$ cat src/rtl/uart_frame_tx.sv
`timescale 1ns/1ps
`default_nettype none
// ============================================================================
// Module   : uart_frame_tx
// Purpose  : Serialises a 40-byte frame over an 8N1 UART line. The payload is
//            latched on acceptance and sent most-significant byte first, with
//            each byte sent LSB first. Completion is signalled with a 4-phase
//            send/send_done handshake.
// Ports    : clk        - system clock, rising edge
//            rst        - asynchronous reset, active low
//            send       - frame request from the upstream frame generator
//            data       - 320-bit payload, byte 0 = data[319:312]
//            send_done  - frame complete, held until send is seen low
//            tx         - UART serial line, idles high
//            busy       - high whenever the block is not idle
// Revision : 1.0 - initial release
// ============================================================================
module uart_frame_tx #(
  parameter int CLK_FREQ = 50000000,
  parameter int BAUD     = 115200
) (
  input  logic         clk,
  input  logic         rst,
  input  logic         send,
  input  logic [319:0] data,
  output logic         send_done,
  output logic         tx,
  output logic         busy
);

  // Clock cycles per serial bit. Integer truncation is intended.
  localparam int c_DIV = CLK_FREQ / BAUD;

  // The baud counter needs to reach c_DIV-1. A single bit is still kept when
  // c_DIV is 1, so the counter never collapses to zero width.
  localparam int c_BAUD_W = (c_DIV > 1) ? $clog2(c_DIV) : 1;

  localparam logic [c_BAUD_W-1:0] c_BAUD_LAST = c_BAUD_W'(c_DIV - 1);
  localparam logic [c_BAUD_W-1:0] c_BAUD_ONE  = c_BAUD_W'(1);
  localparam logic [5:0]          c_LAST_BYTE = 6'd39;

  typedef enum logic [2:0] {
    S_IDLE  = 3'd0,
    S_START = 3'd1,
    S_DATA  = 3'd2,
    S_STOP  = 3'd3,
    S_DONE  = 3'd4
  } state_t;

  state_t                r_state;
  state_t                w_state_next;

  logic [c_BAUD_W-1:0]   r_baud;
  logic [2:0]            r_bit;
  logic [5:0]            r_byte;
  logic [319:0]          r_shift;

  logic                  w_baud_end;
  logic                  w_bit_last;
  logic                  w_byte_last;
  logic                  w_accept;
  logic                  w_next_byte;
  logic [7:0]            w_cur_byte;

  assign w_baud_end  = (r_baud == c_BAUD_LAST);
  assign w_bit_last  = (r_bit == 3'd7);
  assign w_byte_last = (r_byte == c_LAST_BYTE);
  assign w_accept    = (r_state == S_IDLE) && send;

  // End of a stop bit that is not the last one of the frame: advance to the
  // next byte of the payload.
  assign w_next_byte = (r_state == S_STOP) && w_baud_end && !w_byte_last;

  // The byte on the wire always sits in the top eight bits of the shift
  // register; lower bytes move up one slot after each stop bit.
  assign w_cur_byte  = r_shift[319:312];

  // --------------------------------------------------------------------------
  // State register
  // --------------------------------------------------------------------------
  always_ff @(posedge clk or negedge rst) begin
    if (!rst) begin
      r_state <= S_IDLE;
    end else begin
      r_state <= w_state_next;
    end
  end

  // --------------------------------------------------------------------------
  // Next-state and output decode
  // tx is decoded from registered state, so it falls on the very edge that
  // accepts the frame (the state turns to START on that edge). Any reset
  // returns the state to IDLE, which drives tx high at once.
  // --------------------------------------------------------------------------
  always_comb begin
    w_state_next = r_state;
    tx           = 1'b1;
    send_done    = 1'b0;
    busy         = 1'b1;

    case (r_state)
      S_IDLE: begin
        busy = 1'b0;
        if (send) begin
          w_state_next = S_START;
        end
      end

      S_START: begin
        tx = 1'b0;
        if (w_baud_end) begin
          w_state_next = S_DATA;
        end
      end

      S_DATA: begin
        tx = w_cur_byte[r_bit];
        if (w_baud_end && w_bit_last) begin
          w_state_next = S_STOP;
        end
      end

      S_STOP: begin
        tx = 1'b1;
        if (w_baud_end) begin
          w_state_next = w_byte_last ? S_DONE : S_START;
        end
      end

      S_DONE: begin
        // send_done is high from the first DONE cycle. A send still held
        // high keeps the block here, so a new frame cannot start until
        // send has been seen low.
        send_done = 1'b1;
        if (!send) begin
          w_state_next = S_IDLE;
        end
      end

      default: begin
        w_state_next = S_IDLE;
        busy         = 1'b0;
      end
    endcase
  end

  // --------------------------------------------------------------------------
  // Baud, bit and byte counters
  // The baud counter only runs while a bit is on the wire, and wraps on every
  // bit boundary. The bit counter wraps from 7 back to 0 as it leaves DATA,
  // so it is already cleared for the next byte.
  // --------------------------------------------------------------------------
  always_ff @(posedge clk or negedge rst) begin
    if (!rst) begin
      r_baud <= '0;
      r_bit  <= '0;
      r_byte <= '0;
    end else begin
      case (r_state)
        S_IDLE: begin
          r_baud <= '0;
          r_bit  <= '0;
          r_byte <= '0;
        end

        S_START, S_DATA, S_STOP: begin
          r_baud <= w_baud_end ? '0 : (r_baud + c_BAUD_ONE);
          if ((r_state == S_DATA) && w_baud_end) begin
            r_bit <= r_bit + 3'd1;
          end
          if (w_next_byte) begin
            r_byte <= r_byte + 6'd1;
          end
        end

        default: begin
          r_baud <= '0;
          r_bit  <= '0;
        end
      endcase
    end
  end

  // --------------------------------------------------------------------------
  // Payload shift register
  // Loaded only on acceptance, so later changes on data cannot reach a frame
  // in progress. Its contents carry no meaning outside a frame, so it has no
  // reset.
  // --------------------------------------------------------------------------
  always_ff @(posedge clk) begin
    if (w_accept) begin
      r_shift <= data;
    end else if (w_next_byte) begin
      r_shift <= {r_shift[311:0], 8'h00};
    end
  end

endmodule
`default_nettype wire

$ cat config.mk
export PLATFORM = sky130hd
export DESIGN_NAME = uart_frame_tx
export DESIGN_NICKNAME = d
export VERILOG_FILES = /design/src/rtl/uart_frame_tx.sv
export SDC_FILE = /design/constraint.sdc
export NUM_CORES = 1
export LEC_CHECK = 0
export ABC_CLOCK_PERIOD_IN_PS = 5900
export BUFFER_PORTS_ARGS = -buffer_cell sky130_fd_sc_hd__buf_2
export CELL_PAD_IN_SITES_DETAIL_PLACEMENT = 1
export CELL_PAD_IN_SITES_GLOBAL_PLACEMENT = 2
export CORE_MARGIN = 2
export CORE_UTILIZATION = 35
export CTS_CLUSTER_DIAMETER = 50
export CTS_CLUSTER_SIZE = 16
export DETAILED_ROUTE_END_ITERATION = 12
export GPL_TIMING_DRIVEN = 0
export PLACE_DENSITY_LB_ADDON = 0.08
export RECOVER_POWER = 25
export SLEW_MARGIN = 10
export SYNTH_ARGS = -nofsm -noshare
export SYNTH_HDL_FRONTEND = slang
export SYNTH_SLANG_ARGS = --single-unit
$ cat constraint.sdc
create_clock -name clk -period 5.9 [get_ports clk]
set_input_delay 1.18 -clock clk [delete_from_list [all_inputs] [get_ports clk]]
set_output_delay 1.18 -clock clk [all_outputs]
set_load 0.02 [all_outputs]
=== Word level (Yosys, flattened, before mapping) ===
Cells that the tools add are included.

* Register bits after elaboration: 341
* Input port bits: 323
* Output and inout port bits: 3
* Word-level logic and storage cells: 56

* Add/sub/neg operators: 3
* $lt $le $gt $ge: 1
* Eq/ne operators: 14
* Multiplexer cells: 20
* Reductions and logical operators: 13

{| class="wikitable"
|+ Operators with widths
! operator !! number
|-
| $mux 320 || 2
|-
| $mux 3 || 8
|-
| $mux 9 || 2
|-
| $pmux 3 s5 || 1
|-
| $ne 2x2->1 const B || 7
|-
| $pmux 6 s2 || 1
|-
| $add 9x1->9 const B || 1
|-
| $eq 9x9->1 const B || 1
|-
| $add 6x1->6 const B || 1
|-
| $eq 3x2->1 const B || 2
|-
| $eq 3x3->1 const B || 2
|-
| $eq 6x6->1 const B || 1
|-
| $mux 6 || 1
|-
| $logic_and 1x1->1 || 5
|-
| $reduce_and 5->1 || 1
|-
| $lt 3x4->1 const B || 1
|-
| $reduce_bool 2->1 || 2
|-
| $reduce_or 4->1 || 1
|-
| $add 3x1->3 const B || 1
|-
| $bmux 1 s3 || 1
|-
| $eq 3x1->1 const B || 1
|-
| $logic_not 3->1 || 1
|-
| $mux 1 || 3
|-
| $reduce_or 3->1 || 1
|-
| 3 further kinds || 3
|}

=== Depth between registers and ports, before layout ===
* Depth after elaboration: 5
* Gate-level depth with buffers: 6
* Mapped depth without buffers: 5

=== Worst setup path after synthesis ===
Ideal clock, no wire load.

* Path kind: input port to flip-flop
* Start point: input port send
* End point: register r_shift[0] (enable)
* Library setup time: 0.550 ns
* Arrival time: 5.641 ns
* Required time: 5.350 ns
* Path slack: -0.291 ns
* Stages on the path: 5
* Path buffers: 3
* Path through: and2_1 buf_2 buf_2 buf_4 or2_2

* Word-level cells in the longest chain between the ends: 2

{| class="wikitable"
|+ Ends and longest elaborated chain
! item !! RTL line !! source
|-
| start: declaration || 24 || <nowiki>input logic send,</nowiki>
|-
| $logic_and 1x1->1 || 68 || <nowiki>assign w_accept = (r_state == S_IDLE) && send;</nowiki>
|-
| $reduce_bool 2->1 (no line) || -- ||
|-
| end signal: assignment || 192 || <nowiki>r_shift <= data;</nowiki>
|-
| end signal: assignment || 194 || <nowiki>r_shift <= {r_shift[311:0], 8'h00};</nowiki>
|-
| end: declaration || 56 || <nowiki>logic [319:0] r_shift;</nowiki>
|}

No other way between the ends.
A chain may end at the register's enable or synchronous reset.

=== Worst setup path after layout ===
* Start point: register r_state[0]
* End point: register r_shift[147] (enable)

* Word-level cells in the longest chain between the ends: 4
* Elaborated cells between the ends (all ways): 6
* Classes of those cells: eq/ne (1); reduce/logical (5)

{| class="wikitable"
|+ Ends and longest elaborated chain
! item !! RTL line !! source
|-
| start: declaration || 50 || <nowiki>state_t r_state;</nowiki>
|-
| start signal: assignment || 85 || <nowiki>r_state <= w_state_next;</nowiki>
|-
| $eq 3x2->1 || 72 || <nowiki>assign w_next_byte = (r_state == S_STOP) && w_baud_end && !w_byte_last;</nowiki>
|-
| $logic_and 1x1->1 (2 in series) || 72 ||
|-
| $reduce_bool 2->1 (no line) (*) || -- ||
|}

Every way passes the cells marked *; elsewhere a longest branch is shown, timed or not.

==> results.cfg <==
[timing]
tightest_slew_margin_relative_to_the_limit = 0.143
worstMarginPinSlew_ns = 1.29
layout_min_cycle_time_ns = 4.29
clock.fmax_mhz = 233
rsz0062_at_grt = false
hold_viol = 0
setup_slack_ns = 1.61
final_cycle_share = 0.727
hold-worst-slack_ns = 0.519
final.setup_skew_ns = 0.0181
setup_violations = 0
max_transition_viols_final = 0

[critical_path]
cp_max_fo = 52
worst_path_largest_cell_delay_ns = 0.52
crit_buf_inv = 7
timing_worst_setup_path_type = reg -> reg
cpLargestDelayFamily = buffers and inverters
critical_path.most_common_cell = sky130_fd_sc_hd__buf_16
reg2reg_setup_slack_ns = 1.61
arrival_ns = 4.53
timing.critical_path.slowest_stage_cell = sky130_fd_sc_hd__nor3_1
critPathLaunchType = flop
timing.critical_path.to_type = flop
cp_cell_sequence = nor3_1 > and2_0 > clkbuf_1 > clkbuf_1 > buf_4 > or2_4 > buf_16 > buf_16 > buf_12 > buf_16
required_ns = 6.14

[power_and_ir_drop]
total_switching_power_uw = 2080
pwr-share-seq = 0.451
power.static_leakage_uw = 0.00693
power.density_cell_area_nw_per_um2 = 441
pwr-share-clk = 0.343
internal-power_uw = 6110
comb_power_share = 0.206
p_sw_frac = 0.254
peakVddDrop_mv = 0.206

[cells_and_area]
layout.cells.most_common = sky130_fd_sc_hd__buf_2
n_fill_cell = 4091
finalNetCount = 1501
finish.instance_area_um2 = 18600
post_route_cells_drive_above_1_share = 0.586
layout_common_cells = 324 x sky130_fd_sc_hd__buf_2, 320 x sky130_fd_sc_hd__edfxtp_1, 287 x sky130_fd_sc_hd__mux2_2
area_growth_syn_to_layout_pct = 27.0
finalNonFillerCells = 1747

[clock_network]
number_of_sinks_on_the_clock_net = 341
clk_root_buffer_cell = sky130_fd_sc_hd__clkbuf_16
clkTransAtPathRegs_ns = 0.05
cts_hold_repair.buffers = 0
tritoncts = done
cts-resized-gates = 0
htree_num_levels = 2
cts_inserted_buffers = 46
buffers_from_clock_root_to_sink_at_most = 3
post_cts.repair.setup_buffers = 0
worst_skew_pair.late_latency_ns = 0.56

[logic_synthesis]
syn-cell-area_um2 = 14600
postSynth.asyncResetShare = 0.0616
dominantRegCellSynth = sky130_fd_sc_hd__edfxtp_1
yosysSeqAreaShare = 0.692
ys_warn_count = 0
avg_inst_size_synth_um2 = 18.5
synth_enable_flop_cells = 320
number_of_flip_flops_and_latches_in_the_synthesized_netlist = 341
synth.lib_cells_used.distinct = 44
syn_nets = 1121
post_synth_inst_count = 793

[detailed_routing]
detail_route.vias_per_cell = 4.71
ant_nets = 0
drt_pre_antenna_iters = 4
drtIter0Drc = 340
postRouteWirelength_um = 35100
wl_per_cell_um = 20.1
post-route-drc-count = 0
num_vias = 8230

[place]
port-buffer-count = 325
place.gp.congestion = 0.718
place_hpwl_um = 25200
placed_area_um2 = 17100
placed_cells_incl_taps = 1657
dp_slack_ns = 1.52

[flow_run]
drv_cap = 0

[global_route]
grt_util_all_layers = 0.163
grt_start_max_net_pins = 53
globalRouteOverflowTotal = 0
grt_first_pass_wirelength_um = 54500
antenna_found_initial = 17
grt_pass1_vias = 9105

[floorplanning]
die_width_um = 208
core.rowCount = 74
core_region_area_um2 = 41000
top_level_ports = 326
die_h_um = 208
dieArea_um2 = 43500
start_util = 0.357

[status]
outcome = complete, no violations

[min_path]
hp-class = reg -> reg
flip-flops by register name, summed over array words and instances (netlist names):
register,flops
r_state,3
r_byte,6
r_baud,9
r_shift,320
r_bit,3
power groups by stage:
stage          sequential [uW]  clock (uW)  combinational, uW
6_report                  3700        2810               1680
5_1_grt                   3760        2980               1870
4_1_cts                   3710        2900               1770
3_5_place_dp              3750           0               1760
3_3_place_gp              3810           0               1650
2_1_floorplan             3710           0               1240
path summary, 6_finish.rpt:
| kind | cells after the start | from | to |
|---|---|---|---|
| hold reg to reg | 1 | r_byte[0]$_DFFE_PN0P_ | r_byte[0]$_DFFE_PN0P_ |
| max in group asynchronous | 1 | rst | r_byte[2]$_DFFE_PN0P_ |
| setup reg to reg | 10 | r_state[0]$_DFFE_PN0P_ | r_shift[147]$_DFFE_PP_ |
| min in group asynchronous | 1 | rst | r_baud[0]$_DFF_PN0_ |
| setup / recovery | 10 | r_state[0]$_DFFE_PN0P_ | r_shift[147]$_DFFE_PP_ |
| hold / removal | 1 | r_byte[0]$_DFFE_PN0P_ | r_byte[0]$_DFFE_PN0P_ |
final cells by class:
| cell class | count | area, um^2 | area share |
|---|---|---|---|
| Buffer | 40 | 195 | 0.0105 |
| Antenna cell | 6 | 15.0 | 0.000808 |
| Clock inverter | 29 | 308 | 0.0166 |
| Tap cell | 532 | 666 | 0.0358 |
| Multi-Input combinational cell | 409 | 4210 | 0.227 |
| Clock buffer | 55 | 1240 | 0.0666 |
| Sequential cell | 341 | 10100 | 0.545 |
| Timing Repair Buffer | 332 | 1800 | 0.0970 |
| Inverter | 3 | 11.3 | 0.000606 |
kinds of logic after synthesis:
| family | share of synthesized area |
|---|---|
| AND/OR/NAND/NOR | 0.0264 |
| adder cells (fa/ha/maj) | 0.00427 |
| AO/OA/AOI/OAI | 0.00881 |
| XOR/XNOR | 0.00419 |
| multiplexers | 0.245 |
| flip-flops | 0.692 |
| buffers and inverters | 0.0186 |
synth_stat cells (2+ instances only):
master,instances,share of area
sky130_fd_sc_hd__edfxtp_1,320,0.66
sky130_fd_sc_hd__mux2_2,294,0.23
sky130_fd_sc_hd__buf_4,26,0.013
sky130_fd_sc_hd__dfrtp_1,21,0.036
sky130_fd_sc_hd__mux2_1,19,0.015
sky130_fd_sc_hd__buf_2,10,0.0034
sky130_fd_sc_hd__and3_1,9,0.0038
sky130_fd_sc_hd__nor2_1,9,0.0023
sky130_fd_sc_hd__nand2_1,7,0.0018
sky130_fd_sc_hd__a21oi_1,6,0.0021
sky130_fd_sc_hd__ha_1,5,0.0043
sky130_fd_sc_hd__nand3_1,5,0.0017
sky130_fd_sc_hd__nand4_1,5,0.0021
sky130_fd_sc_hd__a31oi_1,4,0.0017
sky130_fd_sc_hd__clkbuf_1,4,0.0010
sky130_fd_sc_hd__o21ai_0,4,0.0014
sky130_fd_sc_hd__xor2_1,4,0.0024
sky130_fd_sc_hd__inv_1,3,0.00077
sky130_fd_sc_hd__or4_1,3,0.0015
sky130_fd_sc_hd__xnor2_1,3,0.0018
sky130_fd_sc_hd__and2_1,2,0.00085
sky130_fd_sc_hd__mux2i_1,2,0.0014
sky130_fd_sc_hd__mux4_2,2,0.0031
sky130_fd_sc_hd__nand2b_1,2,0.00085
sky130_fd_sc_hd__nand4b_1,2,0.0012
sky130_fd_sc_hd__nor2b_1,2,0.00085
sky130_fd_sc_hd__nor3b_1,2,0.0010
sky130_fd_sc_hd__o31ai_1,2,0.0010
per-stage QoR:
step	setup TNS [ns]	power (uW)	utilization
after CTS	0	8380	0.455
after detailed placement	0	5510	0.417
after global routing	0	8610	0.453
final	0	8190	0.453
after global placement	-146.77	5460	0.413
after floorplan	0	4960	-
metal layers:
layer,vias up,global-route usage,share of wire
met5,-,0,0.0041
li1,3901,-,-
met1,4018,0.204,0.43
met3,60,0.0563,0.074
met2,229,0.265,0.48
met4,22,0.0528,0.019
No activity file was read; power rests on OpenSTA's default activity.
